[src/rtl/bridge_arbiter_pkg.sv]
// bridge_arbiter_pkg
// Shared definitions for the processor-side bridge arbiter: the FSM state
// encodings (also exported on the debug 'owner' port), the default burst
// limit, and a saturating increment used by the beat counter.
package bridge_arbiter_pkg;

   // Debug port values follow the enum encoding directly.
   typedef enum logic [1:0] {
      ARB_IDLE = 2'd0,
      ARB_OWN0 = 2'd1,
      ARB_OWN1 = 2'd2,
      ARB_TURN = 2'd3
   } arbState_e;

   localparam int ARB_MAX_BURST_DEFAULT = 8;

   // Counts up to 'limit' and then holds.
   function automatic logic [7:0] satInc8(input logic [7:0] cnt, input logic [7:0] limit);
      satInc8 = (cnt < limit) ? cnt + 8'd1 : cnt;
   endfunction

endpackage

[src/rtl/arb_mux.sv]
// arb_mux
// Combinational 2:1 selector that drives the bridge's address, write-data
// and byte-enable inputs from the granted master. When neither grant is
// active every output is zero, so the bridge never sees a stray write.
// Ports:
//   gnt0, gnt1              grants from the arbiter FSM (mutually exclusive)
//   addr0/wd0/byteEn0       master 0 beat
//   addr1/wd1/byteEn1       master 1 beat
//   prAddr/prWd/prByteEn    selected beat towards the bridge
module arb_mux
   import bridge_arbiter_pkg::*;
(
   input  logic        gnt0,
   input  logic        gnt1,
   input  logic [31:0] addr0,
   input  logic [31:0] wd0,
   input  logic [3:0]  byteEn0,
   input  logic [31:0] addr1,
   input  logic [31:0] wd1,
   input  logic [3:0]  byteEn1,
   output logic [31:0] prAddr,
   output logic [31:0] prWd,
   output logic [3:0]  prByteEn
);

   // Zero unless a grant is active; gnt0 takes precedence only as a
   // tie-break, the FSM never raises both.
   always_comb begin
      prAddr   = '0;
      prWd     = '0;
      prByteEn = '0;
      if (gnt0) begin
         prAddr   = addr0;
         prWd     = wd0;
         prByteEn = byteEn0;
      end else if (gnt1) begin
         prAddr   = addr1;
         prWd     = wd1;
         prByteEn = byteEn1;
      end
   end

endmodule

[src/rtl/bridge_arbiter.sv]
// bridge_arbiter
// Shares the single processor-side bridge port between master 0 (CPU data
// access) and master 1 (secondary bus master). Round-robin between the two
// with a bounded burst length; a granted beat completes in the same cycle.
// Ports:
//   clk, reset              clock and synchronous active-high reset
//   mX_req/addr/wd/byteen   master X beat request (byteen 0 = read)
//   mX_gnt                  beat completes when mX_req & mX_gnt
//   mX_rd                   bridge read data, valid for the granted master
//   PrAddr/PrWD/PrByteEn    towards the bridge, zero when nothing granted
//   PrRD                    read data from the bridge
//   owner                   debug view of the FSM state
module bridge_arbiter
   import bridge_arbiter_pkg::*;
#(
   parameter int MAX_BURST = ARB_MAX_BURST_DEFAULT
) (
   input  logic        clk,
   input  logic        reset,
   input  logic        m0_req,
   input  logic [31:0] m0_addr,
   input  logic [31:0] m0_wd,
   input  logic [3:0]  m0_byteen,
   output logic        m0_gnt,
   output logic [31:0] m0_rd,
   input  logic        m1_req,
   input  logic [31:0] m1_addr,
   input  logic [31:0] m1_wd,
   input  logic [3:0]  m1_byteen,
   output logic        m1_gnt,
   output logic [31:0] m1_rd,
   output logic [31:0] PrAddr,
   output logic [31:0] PrWD,
   output logic [3:0]  PrByteEn,
   input  logic [31:0] PrRD,
   output logic [1:0]  owner
);

   localparam logic [7:0] maxBurst8 = 8'(MAX_BURST);

   arbState_e  state;
   arbState_e  stateNext;
   logic [7:0] beatCnt;
   logic [7:0] beatCntNext;
   logic       last;
   logic       lastNext;
   logic       nextOwner;
   logic       nextOwnerNext;
   logic       burstDone;

   // The beat in flight is the last one allowed while the other master
   // waits. Using >= rather than == means an owner that already ran past
   // the limit alone still yields as soon as the other master shows up.
   assign burstDone = ({1'b0, beatCnt} + 9'd1) >= {1'b0, maxBurst8};

   // State register; reset returns to IDLE with master 1 marked as the
   // last owner so master 0 wins the first contention.
   always_ff @(posedge clk) begin
      if (reset) begin
         state     <= ARB_IDLE;
         beatCnt   <= '0;
         last      <= 1'b1;
         nextOwner <= 1'b0;
      end else begin
         state     <= stateNext;
         beatCnt   <= beatCntNext;
         last      <= lastNext;
         nextOwner <= nextOwnerNext;
      end
   end

   // Next-state and grant logic. Grants depend only on the state and the
   // owner's own request, never on the bridge read data.
   always_comb begin
      stateNext     = state;
      beatCntNext   = beatCnt;
      lastNext      = last;
      nextOwnerNext = nextOwner;
      m0_gnt        = 1'b0;
      m1_gnt        = 1'b0;
      case (state)
         ARB_IDLE: begin
            beatCntNext = '0;
            if (m0_req && m1_req) begin
               stateNext = last ? ARB_OWN0 : ARB_OWN1;
            end else if (m0_req) begin
               stateNext = ARB_OWN0;
            end else if (m1_req) begin
               stateNext = ARB_OWN1;
            end
         end
         ARB_OWN0: begin
            m0_gnt = m0_req;
            if (!m0_req) begin
               lastNext      = 1'b0;
               nextOwnerNext = 1'b1;
               stateNext     = m1_req ? ARB_TURN : ARB_IDLE;
            end else begin
               beatCntNext = satInc8(beatCnt, maxBurst8);
               if (m1_req && burstDone) begin
                  lastNext      = 1'b0;
                  nextOwnerNext = 1'b1;
                  stateNext     = ARB_TURN;
               end
            end
         end
         ARB_OWN1: begin
            m1_gnt = m1_req;
            if (!m1_req) begin
               lastNext      = 1'b1;
               nextOwnerNext = 1'b0;
               stateNext     = m0_req ? ARB_TURN : ARB_IDLE;
            end else begin
               beatCntNext = satInc8(beatCnt, maxBurst8);
               if (m0_req && burstDone) begin
                  lastNext      = 1'b1;
                  nextOwnerNext = 1'b0;
                  stateNext     = ARB_TURN;
               end
            end
         end
         ARB_TURN: begin
            // Dead cycle; the incoming owner may have given up meanwhile.
            beatCntNext = '0;
            if (nextOwner) begin
               stateNext = m1_req ? ARB_OWN1 : ARB_IDLE;
            end else begin
               stateNext = m0_req ? ARB_OWN0 : ARB_IDLE;
            end
         end
         default: begin
            stateNext = ARB_IDLE;
         end
      endcase
   end

   arb_mux uMux (
      .gnt0     (m0_gnt),
      .gnt1     (m1_gnt),
      .addr0    (m0_addr),
      .wd0      (m0_wd),
      .byteEn0  (m0_byteen),
      .addr1    (m1_addr),
      .wd1      (m1_wd),
      .byteEn1  (m1_byteen),
      .prAddr   (PrAddr),
      .prWd     (PrWD),
      .prByteEn (PrByteEn)
   );

   assign m0_rd = PrRD;
   assign m1_rd = PrRD;
   assign owner = state;

endmodule
[config.mk]
export PLATFORM = sky130hd
export DESIGN_NAME = bridge_arbiter
export DESIGN_NICKNAME = d
export VERILOG_FILES = /design/src/rtl/bridge_arbiter_pkg.sv /design/src/rtl/arb_mux.sv /design/src/rtl/bridge_arbiter.sv
export SDC_FILE = /design/constraint.sdc
export NUM_CORES = 1
export LEC_CHECK = 0
export CAP_MARGIN = 25
export CELL_PAD_IN_SITES_DETAIL_PLACEMENT = 0
export CELL_PAD_IN_SITES_GLOBAL_PLACEMENT = 1
export CORE_ASPECT_RATIO = 0.8
export CORE_MARGIN = 2
export CORE_UTILIZATION = 15
export DETAILED_ROUTE_END_ITERATION = 10
export PLACE_DENSITY = 0.95
export SYNTH_ARGS = -nofsm -noshare
export SYNTH_HDL_FRONTEND = slang
export SYNTH_HIERARCHICAL = 1
export SYNTH_SLANG_ARGS = --single-unit
export TNS_END_PERCENT = 50
[constraint.sdc]
create_clock -name clk -period 4 [get_ports clk]
set_clock_uncertainty 0.05 [all_clocks]
set_input_delay 0.4 -clock clk [delete_from_list [all_inputs] [get_ports clk]]
set_output_delay 0.4 -clock clk [all_outputs]
set_load 0.02 [all_outputs]
==> impl_metrics.env, run 1 <==
export IMPL_status="finished clean"
export IMPL_worstReg2RegEnd="owner[1]"
export IMPL_synth_xor_area_frac=0.0132
export IMPL_yosysWarningCount=6
export IMPL_htreeDepth=1
export IMPL_synth_seq_cells=12
export IMPL_clk_latency_ns=0.25
export IMPL_clkTransAtPathRegs_ns=0.04
export IMPL_rr_startpoint="owner[1]"
export IMPL_grt_pass1_vias=2469
export IMPL_cp_required_ns=3.55
export IMPL_critPathLaunch="m1_req"
export IMPL_gp_congestion=0.914
export IMPL_critPathMaxFanout=66
export IMPL_synth_top_family_by_area="compound AO/OA/AOI/OAI gates"
export IMPL_antenna_found_initial=0
export IMPL_area_growth_synth_to_final_pct=92.6
export IMPL_wl_per_cell_um=21.3
export IMPL_setup_violations=0
export IMPL_slew_headroom=0.549
export IMPL_rr_worst_depth=7
export IMPL_drtIter0Drc=150
export IMPL_power_density_nw_per_um2=431
export IMPL_maxCapViolCount=0
export IMPL_hold_buffers=0
export IMPL_leakage_nw=1.41
export IMPL_ys_seq_area_frac=0.121
export IMPL_cp_end_kind="output pin"
export IMPL_async_flop_share=0
export IMPL_clockRootBuffer="clkbuf_16"
export IMPL_cts_tree="done"
export IMPL_synth_commonest_cells="a22o_1, buf_4, dfxtp_1"
export IMPL_cts_resized=0
export IMPL_grtUsageTotal=0.156
export IMPL_fin_cells=556
export IMPL_synthSimpleGateAreaFrac=0.105
export IMPL_setup_worst_path_end="PrWD[23]"
export IMPL_grt_max_degree=67
export IMPL_fin_crit_sh=0.869
export IMPL_io_pins=308
export IMPL_syn_area_sq_um=1980
export IMPL_vias=2448
export IMPL_finalCriticalPeriod_ns=3.47
export IMPL_rrSetupSlack_ns=1.89
export IMPL_fmax_mhz=288
export IMPL_rows=37
export IMPL_hold_viol_final=0
export IMPL_path_class="in2out"
export IMPL_synthAdderAreaFrac=0.0378
export IMPL_peakVddDrop_v=0.000290
export IMPL_die_y_um=107
export IMPL_synth_top_flop_cell="dfxtp_1"
export IMPL_portBuffers=211
export IMPL_worstSetupStartpointType="primary input"
export IMPL_yosysUniqueCellTypes=39
export IMPL_synthTopCellsByArea="a22o_1, buf_4, dfxtp_1"
export IMPL_avgViaCountPerCell=4.40
export IMPL_diodes=0
export IMPL_final_nets=560
export IMPL_initial_core_util=0.154
export IMPL_grt_pass1_wl_um=16200
export IMPL_hold_worst_slack_ns=0.469
export IMPL_synth_compound_area_frac=0.393
export IMPL_ctsLongestPathBuffers=2
export IMPL_worst_hold_path_type="reg2reg"
export IMPL_rsz0062_at_grt="no"
export IMPL_max_slew_worst_pin_slew_ns=0.677
export IMPL_placedCellCount=552
export IMPL_post_dp_hpwl_um=10400
export IMPL_muxShareOfSynthArea=0.0126
export IMPL_core_sq_um=12900
export IMPL_setup_tns_final_ns=0
export IMPL_arrival_ns=3.02
export IMPL_post_cts_buffers=0
export IMPL_die_area_sq_um=14200
export IMPL_drc=0
export IMPL_drive_gt1_frac=0.0341
export IMPL_synthCells=246
export IMPL_first_pass_iters=4
export IMPL_drv_slew=0
export IMPL_syn_area_per_cell_sq_um=8.07
export IMPL_worstHoldPathCells=2
export IMPL_yosys_area_top_type_share=0.291
export IMPL_numCtsBuffers=3
export IMPL_clock_sinks=12
export IMPL_syn_nets=424
export IMPL_ant_nets=0
export IMPL_yosysTopAreaCell="a22o_1"
export IMPL_gr_total_overflow=0
export IMPL_synth_edf_count=0
export IMPL_die_w_um=133
export IMPL_wl_um=11800
## metal layers
layer	GRT usage	vias up	routed length, um
met3	0.0520	5	1110
li1	-	1124	-
met4	0.0261	0	48
met2	0.324	170	6850
met5	0	-	0
met1	0.148	1149	3810
## through the flow
step	power (mW)	utilization	area (sq um)	setup WS (ns)
2_1_floorplan	0.972	-	1980	1.79
3_3_place_gp	1.41	0.290	3730	0.587
3_5_place_dp	1.44	0.290	3730	0.554
4_1_cts	1.65	0.297	3820	0.544
5_1_grt	1.74	0.297	3820	0.366
6_report	1.65	0.297	3820	0.526
## final cells by class
type	instances	area [sq um]
Timing Repair Buffer	213	2130
Clock buffer	4	88.8
Fill cell	1380	9050
Sequential cell	12	240
Tap cell	175	219
Inverter	8	30.0
Multi-Input combinational cell	144	1120
## critical path, stage by stage
cell,delay (ns)
clkdlybuf4s50_1,0.61
nand2_1,0.14
inv_1,0.19
nor2b_4,0.17
buf_4,0.51
a22o_1,0.30
clkdlybuf4s50_1,0.63
## cell families (layout without fill, tap and decap cells)
kind of cell	Yosys count	count (layout)
xor gates and xnor gates	3	3
adders and majority gates	6	6
buffers and inverters	90	225
muxes	2	2
AOI/OAI and AO/OA	95	95
DFF	12	12
and+or+nand+nor	38	38
## worst min path at each step
| stage | startpoint | to | slack [ns] |
|---|---|---|---|
| final | beatCnt[1] | beatCnt[1] | 0.47 |
| after global routing | beatCnt[5] | beatCnt[5] | 0.49 |
| after CTS | beatCnt[1] | beatCnt[1] | 0.47 |
| after detailed placement | beatCnt[1] | beatCnt[1] | 0.46 |
| after global placement | beatCnt[1] | beatCnt[1] | 0.44 |
| after floorplan | nextOwner | nextOwner | 0.42 |
## layout by cell type, fill, tap and decap left out, types with 3 or more instances in the layout
cell type	count
a21oi_1	9
a22o_1	66
and3_1	6
clkbuf_16	3
clkdlybuf4s50_1	211
dfxtp_1	12
ha_1	6
inv_1	7
nand2_1	11
nand3_1	5
nor2_1	4
o21ai_0	7
## sequential cells by signal (all words and copies together) (netlist names)
register   count
last           1
owner          2
beatCnt        8
nextOwner      1
## power by group
group          total, mW  switching (mW)  internal (mW)
logic               1.26           0.624          0.638
registers          0.178          0.0297          0.148
clock network      0.207          0.0562          0.151
(Power assumes the default switching activity.)
==> inputs of run 2 (changes only) <==
--- a/config.mk
+++ b/config.mk
@@ -10,8 +10,9 @@
 export CELL_PAD_IN_SITES_GLOBAL_PLACEMENT = 1
 export CORE_ASPECT_RATIO = 0.8
-export CORE_MARGIN = 2
+export CORE_MARGIN = 4
 export CORE_UTILIZATION = 15
 export DETAILED_ROUTE_END_ITERATION = 10
 export PLACE_DENSITY = 0.95
+export RECOVER_POWER = 25
 export SYNTH_ARGS = -nofsm -noshare
 export SYNTH_HDL_FRONTEND = slang
==> constraint.sdc (replaced) <==
create_clock -name clk -period 4 [get_ports clk]
set_clock_uncertainty 0.05 [all_clocks]
set_input_delay 1 -clock clk [delete_from_list [all_inputs] [get_ports clk]]
set_output_delay 1 -clock clk [all_outputs]
set_load 0.02 [all_outputs]
==> impl_metrics.env, run 2 (synthesized netlist as in run 1, its figures left out) <==
export IMPL_worst_hold_path_type="reg2reg"
export IMPL_hp_start="beatCnt[1]"
export IMPL_p_total_mw=1.65
export IMPL_mostFrequentLayoutCells="clkdlybuf4s50_1, a22o_1, dlymetal6s2s_1"
export IMPL_worstHoldPathCells=2
export IMPL_p_comb_frac=0.766
export IMPL_clk_latency_ns=0.24
export IMPL_clkPwrFrac=0.125
export IMPL_cp_end_kind="output pin"
export IMPL_maxCapViolCount=0
export IMPL_ant_nets=0
export IMPL_hold_viol_final=0
export IMPL_rr_startpoint="owner[1]"
export IMPL_core_sq_um=12900
export IMPL_status="finished clean"
export IMPL_wl_per_cell_um=20.3
export IMPL_post_cts_buffers=0
export IMPL_wl_um=11300
export IMPL_top_register="beatCnt"
export IMPL_leakage_nw=2.58
export IMPL_hold_buffers=0
export IMPL_post_dp_hpwl_um=9460
export IMPL_fillers=1297
export IMPL_cts_tree="done"
export IMPL_power_density_nw_per_um2=408
export IMPL_critPathMaxFanout=23
export IMPL_max_slew_worst_pin_slew_ns=0.378
export IMPL_setup_tns_final_ns=0
export IMPL_fin_crit_sh=0.947
export IMPL_crit_chain="clkdlybuf4s50_1 > nand2_1 > inv_2 > buf_4 > nand2_1 > o21ai_1 > clkdlybuf4s50_1"
export IMPL_drive_gt1_frac=0.0442
export IMPL_finalCriticalPeriod_ns=3.79
export IMPL_die_y_um=111
export IMPL_area_growth_synth_to_final_pct=103
export IMPL_setup_violations=0
export IMPL_rows=37
export IMPL_gp_congestion=0.826
export IMPL_peakVddDrop_v=0.000441
export IMPL_portBuffers=211
export IMPL_arrival_ns=2.74
export IMPL_grtUsageTotal=0.133
export IMPL_seq_power_share=0.109
export IMPL_p_switching_mw=0.723
export IMPL_antenna_found_initial=0
export IMPL_first_pass_iters=4
export IMPL_clock_sinks=12
export IMPL_final_nets=564
export IMPL_met1_length_um=3940
export IMPL_largest_reg_flops=8
export IMPL_die_area_sq_um=15100
export IMPL_vias=2445
export IMPL_fmax_mhz=264
export IMPL_path_class="in2out"
export IMPL_cp_slowest_cell="clkdlybuf4s50_1"
export IMPL_htreeDepth=1
export IMPL_diodes=0
export IMPL_drc=0
export IMPL_cp_required_ns=2.95
export IMPL_crit_buf_inv=4
export IMPL_worstSetupStartpointType="primary input"
export IMPL_avgViaCountPerCell=4.37
export IMPL_rr_worst_depth=8
export IMPL_worstReg2RegEnd="owner[1]"
export IMPL_clockRootBuffer="clkbuf_16"
export IMPL_drtIter0Drc=113
export IMPL_ctsLongestPathBuffers=2
export IMPL_p_int_mw=0.923
export IMPL_io_pins=308
export IMPL_wl_met3_um=1170
export IMPL_swShare=0.439
export IMPL_grt_max_degree=67
export IMPL_drv_slew=0
export IMPL_hold_worst_slack_ns=0.464
export IMPL_layout_commonest_cell="clkdlybuf4s50_1"
export IMPL_hold_path_end="beatCnt[1]"
export IMPL_fin_util=0.313
export IMPL_grt_pass1_wl_um=15500
export IMPL_clkTransAtPathRegs_ns=0.04
export IMPL_wl_met2_um=6170
export IMPL_initial_core_util=0.154
export IMPL_crit_cells=7
export IMPL_slew_headroom=0.742
export IMPL_routed_top_layer="met4"
export IMPL_rrSetupSlack_ns=1.89
export IMPL_grt_pass1_vias=2503
export IMPL_max_stage_delay_ns=0.62
export IMPL_rsz0062_at_grt="no"
export IMPL_die_w_um=137
export IMPL_numCtsBuffers=3
export IMPL_gr_total_overflow=0
export IMPL_cpLargestDelayFamily="buffers and inverters"
run 2: power groups by stage:
| stage | logic, mW | clock network [mW] | registers (mW) |
|---|---|---|---|
| 3_5_place_dp | 1.30 | 0 | 0.180 |
| 3_3_place_gp | 1.28 | 0 | 0.176 |
| 6_report | 1.26 | 0.206 | 0.179 |
| 4_1_cts | 1.31 | 0.208 | 0.178 |
| 2_1_floorplan | 0.790 | 0 | 0.183 |
| 5_1_grt | 1.36 | 0.212 | 0.182 |
run 2: routing by layer:
metal | vias to the layer above | track usage
li1 | 1131 | -
met1 | 1137 | 0.142
met2 | 166 | 0.261
met3 | 11 | 0.0363
met4 | 0 | 0.0148
met5 | - | 0
run 2: worst max-delay path by stage:
stage	end	startpoint	slack [ns]
floorplan	PrAddr[0]	m0_req	0.77
global placement	PrAddr[31]	m1_req	0.03
detailed placement	PrAddr[31]	m1_req	0.007
CTS	PrAddr[17]	m1_req	0.0007
global route	PrAddr[29]	m0_req	0.06
finish	PrAddr[29]	m0_req	0.21
run 2: worst min-delay path, delay by kind of cell, from the launching register on:
| family | cells | cell delay, ns |
|---|---|---|
| AO/OA/AOI/OAI | 1 | 0.05 |
| flip-flops | 1 | 0.34 |
| AND/OR/NAND/NOR | 1 | 0.07 |
run 2: final cells by class:
type / count / area [sq um] / area share
Timing Repair Buffer: 217 / 2340 / 0.580
Sequential cell: 12 / 240 / 0.0595
Tap cell: 175 / 219 / 0.0542
Multi-Input combinational cell: 144 / 1120 / 0.276
Inverter: 8 / 30.0 / 0.00744
Clock buffer: 4 / 88.8 / 0.0220
run 2: timing repair:
| action | 4_1_cts | 5_1_grt |
|---|---|---|
| endpoints found under the hold margin | 0 | 0 |
| resized for setup | 1 | 65 |
| endpoints found under the setup margin | 1 | 65 |
run 2: stage by stage:
stage | instance area, sq um | cells | worst slack [ns]
CTS | 3870 | 560 | 0.000729
floorplan | 1980 | 246 | 0.768
global route | 4040 | 560 | 0.0577
finish | 4040 | 560 | 0.213
detailed placement | 3790 | 556 | 0.00710
global placement | 3790 | 556 | 0.0343
==> inputs of run 3 (changes only) <==
CTS_CLUSTER_DIAMETER = 120   (was default)
==> results of run 3 <==
Same layout as run 2: the final DEF is identical, and so are final timing and power.
